[config.mk]
export PLATFORM = sky130hd
export DESIGN_NAME = alu_writeback_flat
export DESIGN_NICKNAME = d
export VERILOG_FILES = /design/src/rtl/alu_pkg.sv /design/src/rtl/alu_writeback_if.sv /design/src/rtl/sync_fifo.sv /design/src/rtl/alu_writeback.sv /design/src/flat_wrapper.sv
export SDC_FILE = /design/constraint.sdc
export NUM_CORES = 1
export LEC_CHECK = 0
export BUFFER_PORTS_ARGS = -buffer_cell sky130_fd_sc_hd__clkbuf_2
export CORE_MARGIN = 4
export CORE_UTILIZATION = 35
export CTS_CLUSTER_SIZE = 12
export DETAILED_ROUTE_END_ITERATION = 8
export MAX_ROUTING_LAYER = met4
export PLACE_DENSITY = 0.59
export SETUP_SLACK_MARGIN = 0.05
export SLEW_MARGIN = 5
export SYNTH_ARGS = -nofsm -noshare
export SYNTH_HDL_FRONTEND = slang
export SYNTH_SLANG_ARGS = --single-unit
[constraint.sdc]
create_clock -name clk -period 4.6 [get_ports clk]
set_clock_uncertainty 0.1 [all_clocks]
set_input_delay 0.23 -clock clk [delete_from_list [all_inputs] [get_ports clk]]
set_output_delay 0.23 -clock clk [all_outputs]
set_load 0.02 [all_outputs]
[src/rtl/alu_pkg.sv]
// alu_pkg -- definitions shared by the ALU and its writeback stage.
//   OP_*         6-bit ALU control codes
//   flags_t      packed {N,Z,C,V} status word
//   is_legal     true for codes the writeback stage will commit
//   sets_flags   true for codes whose ALU flags become architectural
package alu_pkg;

   localparam logic [5:0] OP_ADD = 6'b000001;
   localparam logic [5:0] OP_SUB = 6'b000010;
   localparam logic [5:0] OP_DIV = 6'b000100;
   localparam logic [5:0] OP_MUL = 6'b000101;
   localparam logic [5:0] OP_AND = 6'b000110;
   localparam logic [5:0] OP_OR  = 6'b000111;

   typedef struct packed {
      logic N;
      logic Z;
      logic C;
      logic V;
   } flags_t;

   function automatic logic is_legal(input logic [5:0] code);
      return (code == OP_ADD) || (code == OP_SUB) || (code == OP_DIV) ||
             (code == OP_MUL) || (code == OP_AND) || (code == OP_OR);
   endfunction

   // Only the adder produces meaningful flags; the other units leave
   // their flag outputs undefined.
   function automatic logic sets_flags(input logic [5:0] code);
      return (code == OP_ADD) || (code == OP_SUB);
   endfunction

endpackage

[src/rtl/alu_writeback_if.sv]
// alu_writeback_if -- bundle between the ALU side, the writeback stage and
// the register-file write port.
//   flush                          discard buffered results
//   in_valid/in_ready              ALU result handshake
//   in_control/in_result/in_N..V   ALU control code, salida and flags
//   in_rd                          destination register index
//   out_valid/out_ready            register-file write handshake
//   out_result/out_rd              head-of-queue result and destination
//   flags                          architectural {N,Z,C,V}
//   err_cnt                        saturating count of illegal codes
// master = producer/consumer side (ALU + register file), slave = stage.
interface alu_writeback_if #(
   parameter int n  = 32,
   parameter int RW = 4
);
   logic          flush;
   logic          in_valid;
   logic          in_ready;
   logic [5:0]    in_control;
   logic [n-1:0]  in_result;
   logic          in_N;
   logic          in_Z;
   logic          in_C;
   logic          in_V;
   logic [RW-1:0] in_rd;
   logic          out_valid;
   logic          out_ready;
   logic [n-1:0]  out_result;
   logic [RW-1:0] out_rd;
   logic [3:0]    flags;
   logic [7:0]    err_cnt;

   modport master (
      output flush, in_valid, in_control, in_result, in_N, in_Z, in_C, in_V,
             in_rd, out_ready,
      input  in_ready, out_valid, out_result, out_rd, flags, err_cnt
   );

   modport slave (
      input  flush, in_valid, in_control, in_result, in_N, in_Z, in_C, in_V,
             in_rd, out_ready,
      output in_ready, out_valid, out_result, out_rd, flags, err_cnt
   );
endinterface

[src/rtl/sync_fifo.sv]
// sync_fifo -- single-clock FIFO with synchronous flush.
//   clk, rst_n   clock, synchronous active-low reset (also clears storage)
//   flush        empty the FIFO next edge; voids push and pop this cycle
//   push, wdata  write request (ignored when full)
//   pop          read request (ignored when empty)
//   rdata        head entry (storage output, no bypass)
//   count        occupancy, 0..DEPTH
module sync_fifo #(
   parameter int WIDTH = 36,
   parameter int DEPTH = 2
) (
   input  logic                     clk,
   input  logic                     rst_n,
   input  logic                     flush,
   input  logic                     push,
   input  logic [WIDTH-1:0]         wdata,
   input  logic                     pop,
   output logic [WIDTH-1:0]         rdata,
   output logic [$clog2(DEPTH):0]   count
);
   localparam int AW = $clog2(DEPTH);
   localparam logic [AW:0] FULL = (AW+1)'(DEPTH);

   logic [WIDTH-1:0] mem [DEPTH];
   logic [AW-1:0]    wr_ptr;
   logic [AW-1:0]    rd_ptr;
   logic             do_push;
   logic             do_pop;

   assign do_push = push && (count < FULL) && !flush;
   assign do_pop  = pop && (count != '0) && !flush;
   assign rdata   = mem[rd_ptr];

   // DEPTH is a power of two, so pointers wrap by natural overflow.
   always_ff @(posedge clk) begin
      if (!rst_n) begin
         wr_ptr <= '0;
         rd_ptr <= '0;
         count  <= '0;
         for (int i = 0; i < DEPTH; i++) mem[i] <= '0;
      end else if (flush) begin
         wr_ptr <= '0;
         rd_ptr <= '0;
         count  <= '0;
      end else begin
         if (do_push) begin
            mem[wr_ptr] <= wdata;
            wr_ptr      <= wr_ptr + 1'b1;
         end
         if (do_pop) rd_ptr <= rd_ptr + 1'b1;
         case ({do_push, do_pop})
            2'b10:   count <= count + 1'b1;
            2'b01:   count <= count - 1'b1;
            default: ;
         endcase
      end
   end
endmodule

[src/rtl/alu_writeback.sv]
// alu_writeback -- ALU writeback stage: buffers ALU results for the
// register file and holds the architectural NZCV register.
//   clk, rst_n   clock, synchronous active-low reset
//   wb (slave)   flush, ALU result input handshake, register-file output
//                handshake, flags and err_cnt status (see alu_writeback_if)
// Parameters n and RW must match those of the connected interface.
module alu_writeback
   import alu_pkg::*;
#(
   parameter int n     = 32,
   parameter int DEPTH = 2,
   parameter int RW    = 4
) (
   input  logic          clk,
   input  logic          rst_n,
   alu_writeback_if.slave wb
);
   localparam int CW = $clog2(DEPTH) + 1;
   localparam logic [CW-1:0] FULL = CW'(DEPTH);

   logic [CW-1:0]     count;
   logic [n+RW-1:0]   head;
   logic              accept;
   logic              push;
   flags_t            flags_q;
   logic [7:0]        err_q;

   // in_ready looks only at occupancy and flush, so no in_* -> out_* path
   // and no dependence on out_ready (a full FIFO never passes through).
   assign wb.in_ready = !wb.flush && (count < FULL);
   assign accept      = wb.in_valid && wb.in_ready;
   assign push        = accept && is_legal(wb.in_control);

   sync_fifo #(
      .WIDTH (n + RW),
      .DEPTH (DEPTH)
   ) u_fifo (
      .clk   (clk),
      .rst_n (rst_n),
      .flush (wb.flush),
      .push  (push),
      .wdata ({wb.in_result, wb.in_rd}),
      .pop   (wb.out_ready),
      .rdata (head),
      .count (count)
   );

   assign wb.out_valid = (count != '0);
   assign {wb.out_result, wb.out_rd} = head;

   always_ff @(posedge clk) begin
      if (!rst_n) begin
         flags_q <= '0;
         err_q   <= '0;
      end else if (accept) begin
         if (sets_flags(wb.in_control))
            flags_q <= {wb.in_N, wb.in_Z, wb.in_C, wb.in_V};
         if (!is_legal(wb.in_control) && (err_q != 8'hFF))
            err_q <= err_q + 8'd1;
      end
   end

   assign wb.flags   = flags_q;
   assign wb.err_cnt = err_q;
endmodule

[src/flat_wrapper.sv]
// flat-port wrapper written by rule: the top's interface ports become plain ports
module alu_writeback_flat import alu_pkg::*;
#(
   parameter int n     = 32,
   parameter int DEPTH = 2,
   parameter int RW    = 4
)
  (clk, rst_n, wb_flush, wb_in_valid, wb_in_control, wb_in_result, wb_in_N, wb_in_Z, wb_in_C, wb_in_V, wb_in_rd, wb_out_ready, wb_in_ready, wb_out_valid, wb_out_result, wb_out_rd, wb_flags, wb_err_cnt);
  alu_writeback_if #(.n(n), .RW(RW)) wb_i ();
  input  logic clk;
  input  logic rst_n;
  input wire logic [$bits(wb_i.flush)-1:0] wb_flush;
  input wire logic [$bits(wb_i.in_valid)-1:0] wb_in_valid;
  input wire logic [$bits(wb_i.in_control)-1:0] wb_in_control;
  input wire logic [$bits(wb_i.in_result)-1:0] wb_in_result;
  input wire logic [$bits(wb_i.in_N)-1:0] wb_in_N;
  input wire logic [$bits(wb_i.in_Z)-1:0] wb_in_Z;
  input wire logic [$bits(wb_i.in_C)-1:0] wb_in_C;
  input wire logic [$bits(wb_i.in_V)-1:0] wb_in_V;
  input wire logic [$bits(wb_i.in_rd)-1:0] wb_in_rd;
  input wire logic [$bits(wb_i.out_ready)-1:0] wb_out_ready;
  output wire logic [$bits(wb_i.in_ready)-1:0] wb_in_ready;
  output wire logic [$bits(wb_i.out_valid)-1:0] wb_out_valid;
  output wire logic [$bits(wb_i.out_result)-1:0] wb_out_result;
  output wire logic [$bits(wb_i.out_rd)-1:0] wb_out_rd;
  output wire logic [$bits(wb_i.flags)-1:0] wb_flags;
  output wire logic [$bits(wb_i.err_cnt)-1:0] wb_err_cnt;
  assign wb_i.flush = wb_flush;
  assign wb_i.in_valid = wb_in_valid;
  assign wb_i.in_control = wb_in_control;
  assign wb_i.in_result = wb_in_result;
  assign wb_i.in_N = wb_in_N;
  assign wb_i.in_Z = wb_in_Z;
  assign wb_i.in_C = wb_in_C;
  assign wb_i.in_V = wb_in_V;
  assign wb_i.in_rd = wb_in_rd;
  assign wb_i.out_ready = wb_out_ready;
  assign wb_in_ready = wb_i.in_ready;
  assign wb_out_valid = wb_i.out_valid;
  assign wb_out_result = wb_i.out_result;
  assign wb_out_rd = wb_i.out_rd;
  assign wb_flags = wb_i.flags;
  assign wb_err_cnt = wb_i.err_cnt;
  alu_writeback #(.n(n), .DEPTH(DEPTH), .RW(RW)) u_core (.clk(clk), .rst_n(rst_n), .wb(wb_i));
endmodule
==> results of run 1 <==
routing by layer:
| layer | vias to the layer above | routed length, um | part of all wire [%] |
|---|---|---|---|
| li1 | 1235 | - | - |
| met1 | 1161 | 3810 | 47 |
| met2 | 76 | 3770 | 46 |
| met3 | 6 | 526 | 6.4 |
| met4 | 0 | 72 | 0.88 |
| met5 | - | 0 | 0 |
cell usage in the layout (no fill, tap or decap), types with 2 or more instances in the layout:
cell and count:
a21oi_1 2, and2_1 72, buf_4 4, clkbuf_1 2
clkbuf_16 9, clkbuf_2 100, dfxtp_1 16, edfxtp_1 72
ha_1 2, inv_1 3, mux2_2 36, mux2i_1 10
nand2_1 11, nand2b_1 7, nand3_1 3, nor2_1 11
nor3_4 2, nor4_1 5, o21ai_0 2, o21ai_4 2
xnor2_1 3, xor2_1 2
registers in the layout (all words and copies together), names as in the netlist, named ones only:
register and flops:
u_core.wb.err_cnt 8, u_core.u_fifo.count 2, u_core.u_fifo.mem 72, u_core.u_fifo.wr_ptr 1
u_core.wb.flags 4, u_core.u_fifo.rd_ptr 1
worst paths after layout:
check	depth (start not counted)	to	slack, ns
max reg2reg	4	u_core.u_fifo.mem[0][15]$_SDFFCE_PN0P_	1.95
max	4	u_core.u_fifo.mem[0][15]$_SDFFCE_PN0P_	1.95
min	3	u_core.wb.flags[2]$_SDFFE_PN0P_	0.03
min reg2reg	2	u_core.wb.err_cnt[4]$_SDFFE_PN0P_	0.39
power groups by stage:
stage / registers (mW) / logic, mW / clock network (mW)
floorplan: 0.920 / 0.0603 / 0
detailed placement: 0.919 / 0.115 / 0
global route: 0.903 / 0.124 / 0.779
finish: 0.900 / 0.113 / 0.729
CTS: 0.901 / 0.116 / 0.754
global placement: 0.917 / 0.114 / 0
cell type report:
class,count,area [um^2]
inverter,3,11.3
clock buffer,11,233
sequential,89,2500
tap,140,175
clock inverter,5,62.6
antenna,1,2.50
fill,1053,6090
multi-input combinational,184,1420
timing repair buffer,104,531
logic make-up (layout without fill, tap and decap cells):
logic type               after synthesis  in the layout
flip-flops                            89             89
AO/OA/AOI/OAI                         11             11
buffers and inverters                 15            123
multiplexers                          46             46
AND/OR/NAND/NOR                      120            120
XOR/XNOR                               5              5
adder cells (fa/ha/maj)                2              2
other                                  0              1
worst max-delay path: cells and delay by family, from the launching register on:
| family | cells | cell delay, ns |
|---|---|---|
| buffers and inverters | 1 | 0.37 |
| DFF | 1 | 0.34 |
| AOI/OAI and AO/OA | 2 | 1.03 |
| and+or+nand+nor | 1 | 0.48 |
==> flow_summary.ini, run 1 <==
[sta]
setup_tns_ns = 0
maxSlewViolCount = 0
setup_viol = 0
period_minus_slack_ns = 2.65
max_freq_mhz = 377
tightest_slew_ns = 0.906
grt_setup_unrepaired = false
slew-limit-headroom_pct = 39.6
worst_slack_ns = 1.95
fin_crit_sh_pct = 57.6
hold_viol_final = 0
hold_slack_ns = 0.0280

[yosys]
synth_area_leaders = edfxtp_1 (54%), and2_1 (11%), mux2_2 (10%), dfxtp_1 (8.5%), mux2i_1 (2.5%)
synth-compound-area-share_pct = 2.00
synth_cell_types = 34
synth_edf_count = 72
synth-seq-cells = 89
synth_top_family_by_area = simple AND/OR/NAND/NOR gates
syn_inst = 288
synth.mux.area_fraction_pct = 12.6
synthAdderAreaFrac_pct = 0.625
netlist.area_leader.share_pct = 54.0
yosysWarningCount = 0
synthArstFlopShare_pct = 0
synth-seq-area-share_pct = 62.5
synth_area_per_cell_um2 = 13.9
synthXorXnorAreaFrac_pct = 1.09
synthSimpleGateAreaFrac_pct = 18.5
syn-num-nets = 341
yosysTopAreaCell = edfxtp_1
syn_area_mm2 = 0.00401
synth-main-ff-cell = edfxtp_1
ys_top_cells_by_count = and2_1 (72), edfxtp_1 (72), mux2_2 (36)

[layout]
nets = 444
stdcell_count = 537
stdcell_area_mm2 = 0.00494
finalCoreUtilization_pct = 44.7
syn2layout_area_growth_pct = 23.2
drive_above_1_share_pct = 41.7

[clock_network]
postCtsSetupBuffers = 0
cts_tree = yes
cts_buffers = 9
cts_root_buf = clkbuf_16
cts_resized = 0
clock_path_buffers = 2
htree_levels = 3
cts_hold_buf = 0
clk_latency_ns = 0.34
cts_sinks = 89
cts.clk_slew.worst_paths_ns = 0.07

[drt]
drcViolationCount = 0
via_per_inst = 4.61
routed_wl_um = 8180
drt_iter0_markers = 69
drtAntennaViolNets = 0
firstDrtPassIters = 4
wl_per_cell_um = 15.2
vias = 2478

[worst_setup_path]
end_kind = register
crit_required_ns = 4.52
cp_data_arrival_time_ns = 2.57
path_cells = or3b_4, a211o_4, o21ai_4, buf_4
slowest_stage = o21ai_4
setup.worst_path.start = u_core.u_fifo.count[1]$_SDFFE_PP0P_
crit_type = reg -> reg
critical_path.max_stage_delay_ns = 0.67
r2r-start = u_core.u_fifo.count[1]$_SDFFE_PP0P_
path_max_fanout = 23
critical_path.startpoint_type = register

[placement]
pre_cts_slack_ns = 1.91
placed_area_mm2 = 0.00464
dp.cells = 520
port_buffers = 100
dp_hpwl_um = 5620
gp_congestion = 0.757

[global_route]
grt_busiest_layer = met2
use_met2_pct = 21.0
globalRouteTotalUtil_pct = 13.2
grt_use_met3_pct = 4.89
grt_pass1_vias = 2647
grt_max_degree = 37
grt_pass1_wl_um = 13100
grt_util_met1_pct = 16.3
grt_remaining_overflow = 0
antenna_found_initial = 1

[power_and_ir_drop]
power_mw = 1.74
p_leak_nw = 1.99
pwr-share-comb_pct = 6.5
pwr-share-clk_pct = 41.8
pwr-share-seq_pct = 51.7
p_switching_uw = 379
p_int_mw = 1.36
switching_share_pct = 21.8
ir_drop_uv = 190
power.density_mw_per_mm2 = 353

[floorplanning]
rows = 38
ios = 101
die_w_um = 115
coreArea_mm2 = 0.0110
start_util_pct = 36.3
fp.dieH_um = 115
dieArea_mm2 = 0.0132

[flow_run]
cap_violations = 0

[status]
status = finished clean

[worst_hold_path]
min_path_type = in -> reg
min-delay-start = wb_in_Z
(Power assumes the default switching activity.)
==> inputs of run 2 (changes only) <==
--- a/config.mk
+++ b/config.mk
@@ -11,7 +11,7 @@
 export CTS_CLUSTER_SIZE = 12
 export DETAILED_ROUTE_END_ITERATION = 8
 export MAX_ROUTING_LAYER = met4
-export PLACE_DENSITY = 0.59
+export PLACE_DENSITY = 0.61
 export SETUP_SLACK_MARGIN = 0.05
 export SLEW_MARGIN = 5
 export SYNTH_ARGS = -nofsm -noshare
==> constraint.sdc (replaced) <==
create_clock -name clk -period 2.3 [get_ports clk]
set_clock_uncertainty 0.1 [all_clocks]
set_input_delay 0.115 -clock clk [delete_from_list [all_inputs] [get_ports clk]]
set_output_delay 0.115 -clock clk [all_outputs]
set_load 0.02 [all_outputs]
==> run 2 against run 1 <==
  * Largest cell class unchanged
  * Utilization grew 4.3 points
  * Global-route usage grew 0.13 points
  * Via count grew 6.2%
  * Clock power grew 98%
  * Final cell count grew 8.6%
  * Total power grew 100%
  * Design area grew 9.6%
==> flow_summary.ini, run 2 (synthesized netlist as in run 1, its figures left out) <==
[worst_hold_path]
whs_path_depth = 4
min-delay-start = wb_out_ready
min_path_type = in -> reg

[sta]
slew-limit-headroom_pct = 65.8
fin_crit_sh_pct = 92.4
tightest_slew_ns = 0.509
maxSlewViolCount = 0
hold_viol_final = 0
setup_viol = 0
period_minus_slack_ns = 2.13
max_freq_mhz = 470
grt_setup_unrepaired = false

[worst_setup_path]
critical_path.max_stage_delay_ns = 0.42
crit_type = reg -> reg
ff2ff_path_depth = 5
setup.worst_path.start = u_core.u_fifo.count[1]$_SDFFE_PP0P_
r2r_slack_ns = 0.17
critical_path.startpoint_type = register
r2r-start = u_core.u_fifo.count[1]$_SDFFE_PP0P_
crit_required_ns = 2.46
path_cells = or3b_4, a211o_4, ha_1, or3_1, a21oi_1
cp_data_arrival_time_ns = 2.29
rr_endpoint = u_core.u_fifo.count[1]$_SDFFE_PP0P_
slowest_stage = or3b_4
end_kind = register
path_max_fanout = 6

[layout]
syn2layout_area_growth_pct = 35.1
fillCellCount = 1015
stdcell_count = 583
largest_reg_flops = 72
nets = 491
final_cell_mix = clkbuf_2 (100), and2_1 (72), edfxtp_1 (72), dlygate4sd3_1 (40), mux2_2 (36)
seqCellArea_mm2 = 0.00250
top_register = u_core.u_fifo.mem
multi_input_area_mm2 = 0.00142
stdcell_area_mm2 = 0.00541
drive_above_1_share_pct = 38.8
n_antenna_cell = 0
layout_commonest_cell = clkbuf_2

[clock_network]
cts_resized = 0
cts.clk_slew.worst_paths_ns = 0.06
cts_sinks = 89
cts_root_buf = clkbuf_16
clock_path_buffers = 2
htree_levels = 3
cts_tree = yes
cts_buffers = 9
clk_latency_ns = 0.33

[floorplanning]
die_w_um = 115
coreArea_mm2 = 0.0110
dieArea_mm2 = 0.0132
start_util_pct = 36.3
ios = 101
rows = 38
fp.dieH_um = 115

[placement]
gp_congestion = 0.723
port_buffers = 100
dp.cells = 527
dp_hpwl_um = 5550
placed_area_mm2 = 0.00472

[drt]
drtAntennaViolNets = 0
via_per_inst = 4.51
wl_per_cell_um = 14.4
firstDrtPassIters = 4
drt_iter0_markers = 109
routed_wl_um = 8410
vias = 2631
drcViolationCount = 0

[global_route]
grt_pass1_vias = 2717
grt_pass1_wl_um = 13200
antenna_found_initial = 0
grt_max_degree = 37
globalRouteTotalUtil_pct = 13.4
grt_remaining_overflow = 0

[power_and_ir_drop]
p_leak_nw = 2.19
power.density_mw_per_mm2 = 652
power_mw = 3.53
ir_drop_uv = 313

[flow_run]
cap_violations = 0

[status]
status = finished clean
## run 2: routing by layer
layer	GRT usage (%)	up-vias	wire, um
met1	16.3	1239	3750
met4	4.69	0	122
li1	-	1326	-
met5	-	-	0
met2	21.6	58	4130
met3	3.26	8	398
## run 2: stage by stage
| stage | setup TNS, ns | worst slack [ns] | util [%] | hold WS, ns |
|---|---|---|---|---|
| 2_1_floorplan | -16.88 | -0.234 | - | 0.162 |
| 3_3_place_gp | 0 | 0.244 | 42.8 | 0.250 |
| 3_5_place_dp | 0 | 0.198 | 42.8 | 0.264 |
| 4_1_cts | 0 | 0.164 | 49.1 | 0.0460 |
| 5_1_grt | 0 | 0.105 | 49.1 | 0.0876 |
| 6_report | 0 | 0.175 | 49.1 | 0.0659 |
## run 2: worst max path at each step
stage / end / slack [ns] / depth (start not counted)
after global routing: u_core.u_fifo.count[1]$_SDFFE_PP0P_ / 0.11 / 5
final: u_core.u_fifo.count[1]$_SDFFE_PP0P_ / 0.17 / 5
after detailed placement: u_core.u_fifo.count[1]$_SDFFE_PP0P_ / 0.20 / 5
after global placement: u_core.u_fifo.count[1]$_SDFFE_PP0P_ / 0.24 / 5
after CTS: u_core.u_fifo.count[1]$_SDFFE_PP0P_ / 0.16 / 5
after floorplan: u_core.u_fifo.mem[0][0]$_SDFFCE_PN0P_ / -0.23 / 3
## run 2: critical path: cells and delay by family, from the launching register on
family / cells / cell delay, ns
compound gates: 2 / 0.50
fa+ha+maj: 1 / 0.35
flops: 1 / 0.34
simple gates: 2 / 0.77
## run 2: cell type report
type	instances	share of cell area, %
tap	140	3.24
inverter	3	0.208
clock inverter	6	1.23
sequential	89	46.3
clock buffer	10	4.23
multi-input combinational	184	26.2
timing repair buffer	151	18.6
## run 2: report_power, final
part	internal, mW	switching [mW]	total, mW
logic	0.140	0.150	0.289
clock network	0.844	0.595	1.44
registers	1.79	0.0139	1.80
## run 2: what timing repair did
action                     in CTS  in global routing
hold endpoints to repair       74                  0
setup endpoints to repair       0                  0
hold buffers                   40                  0
setup buffers                   0                  0
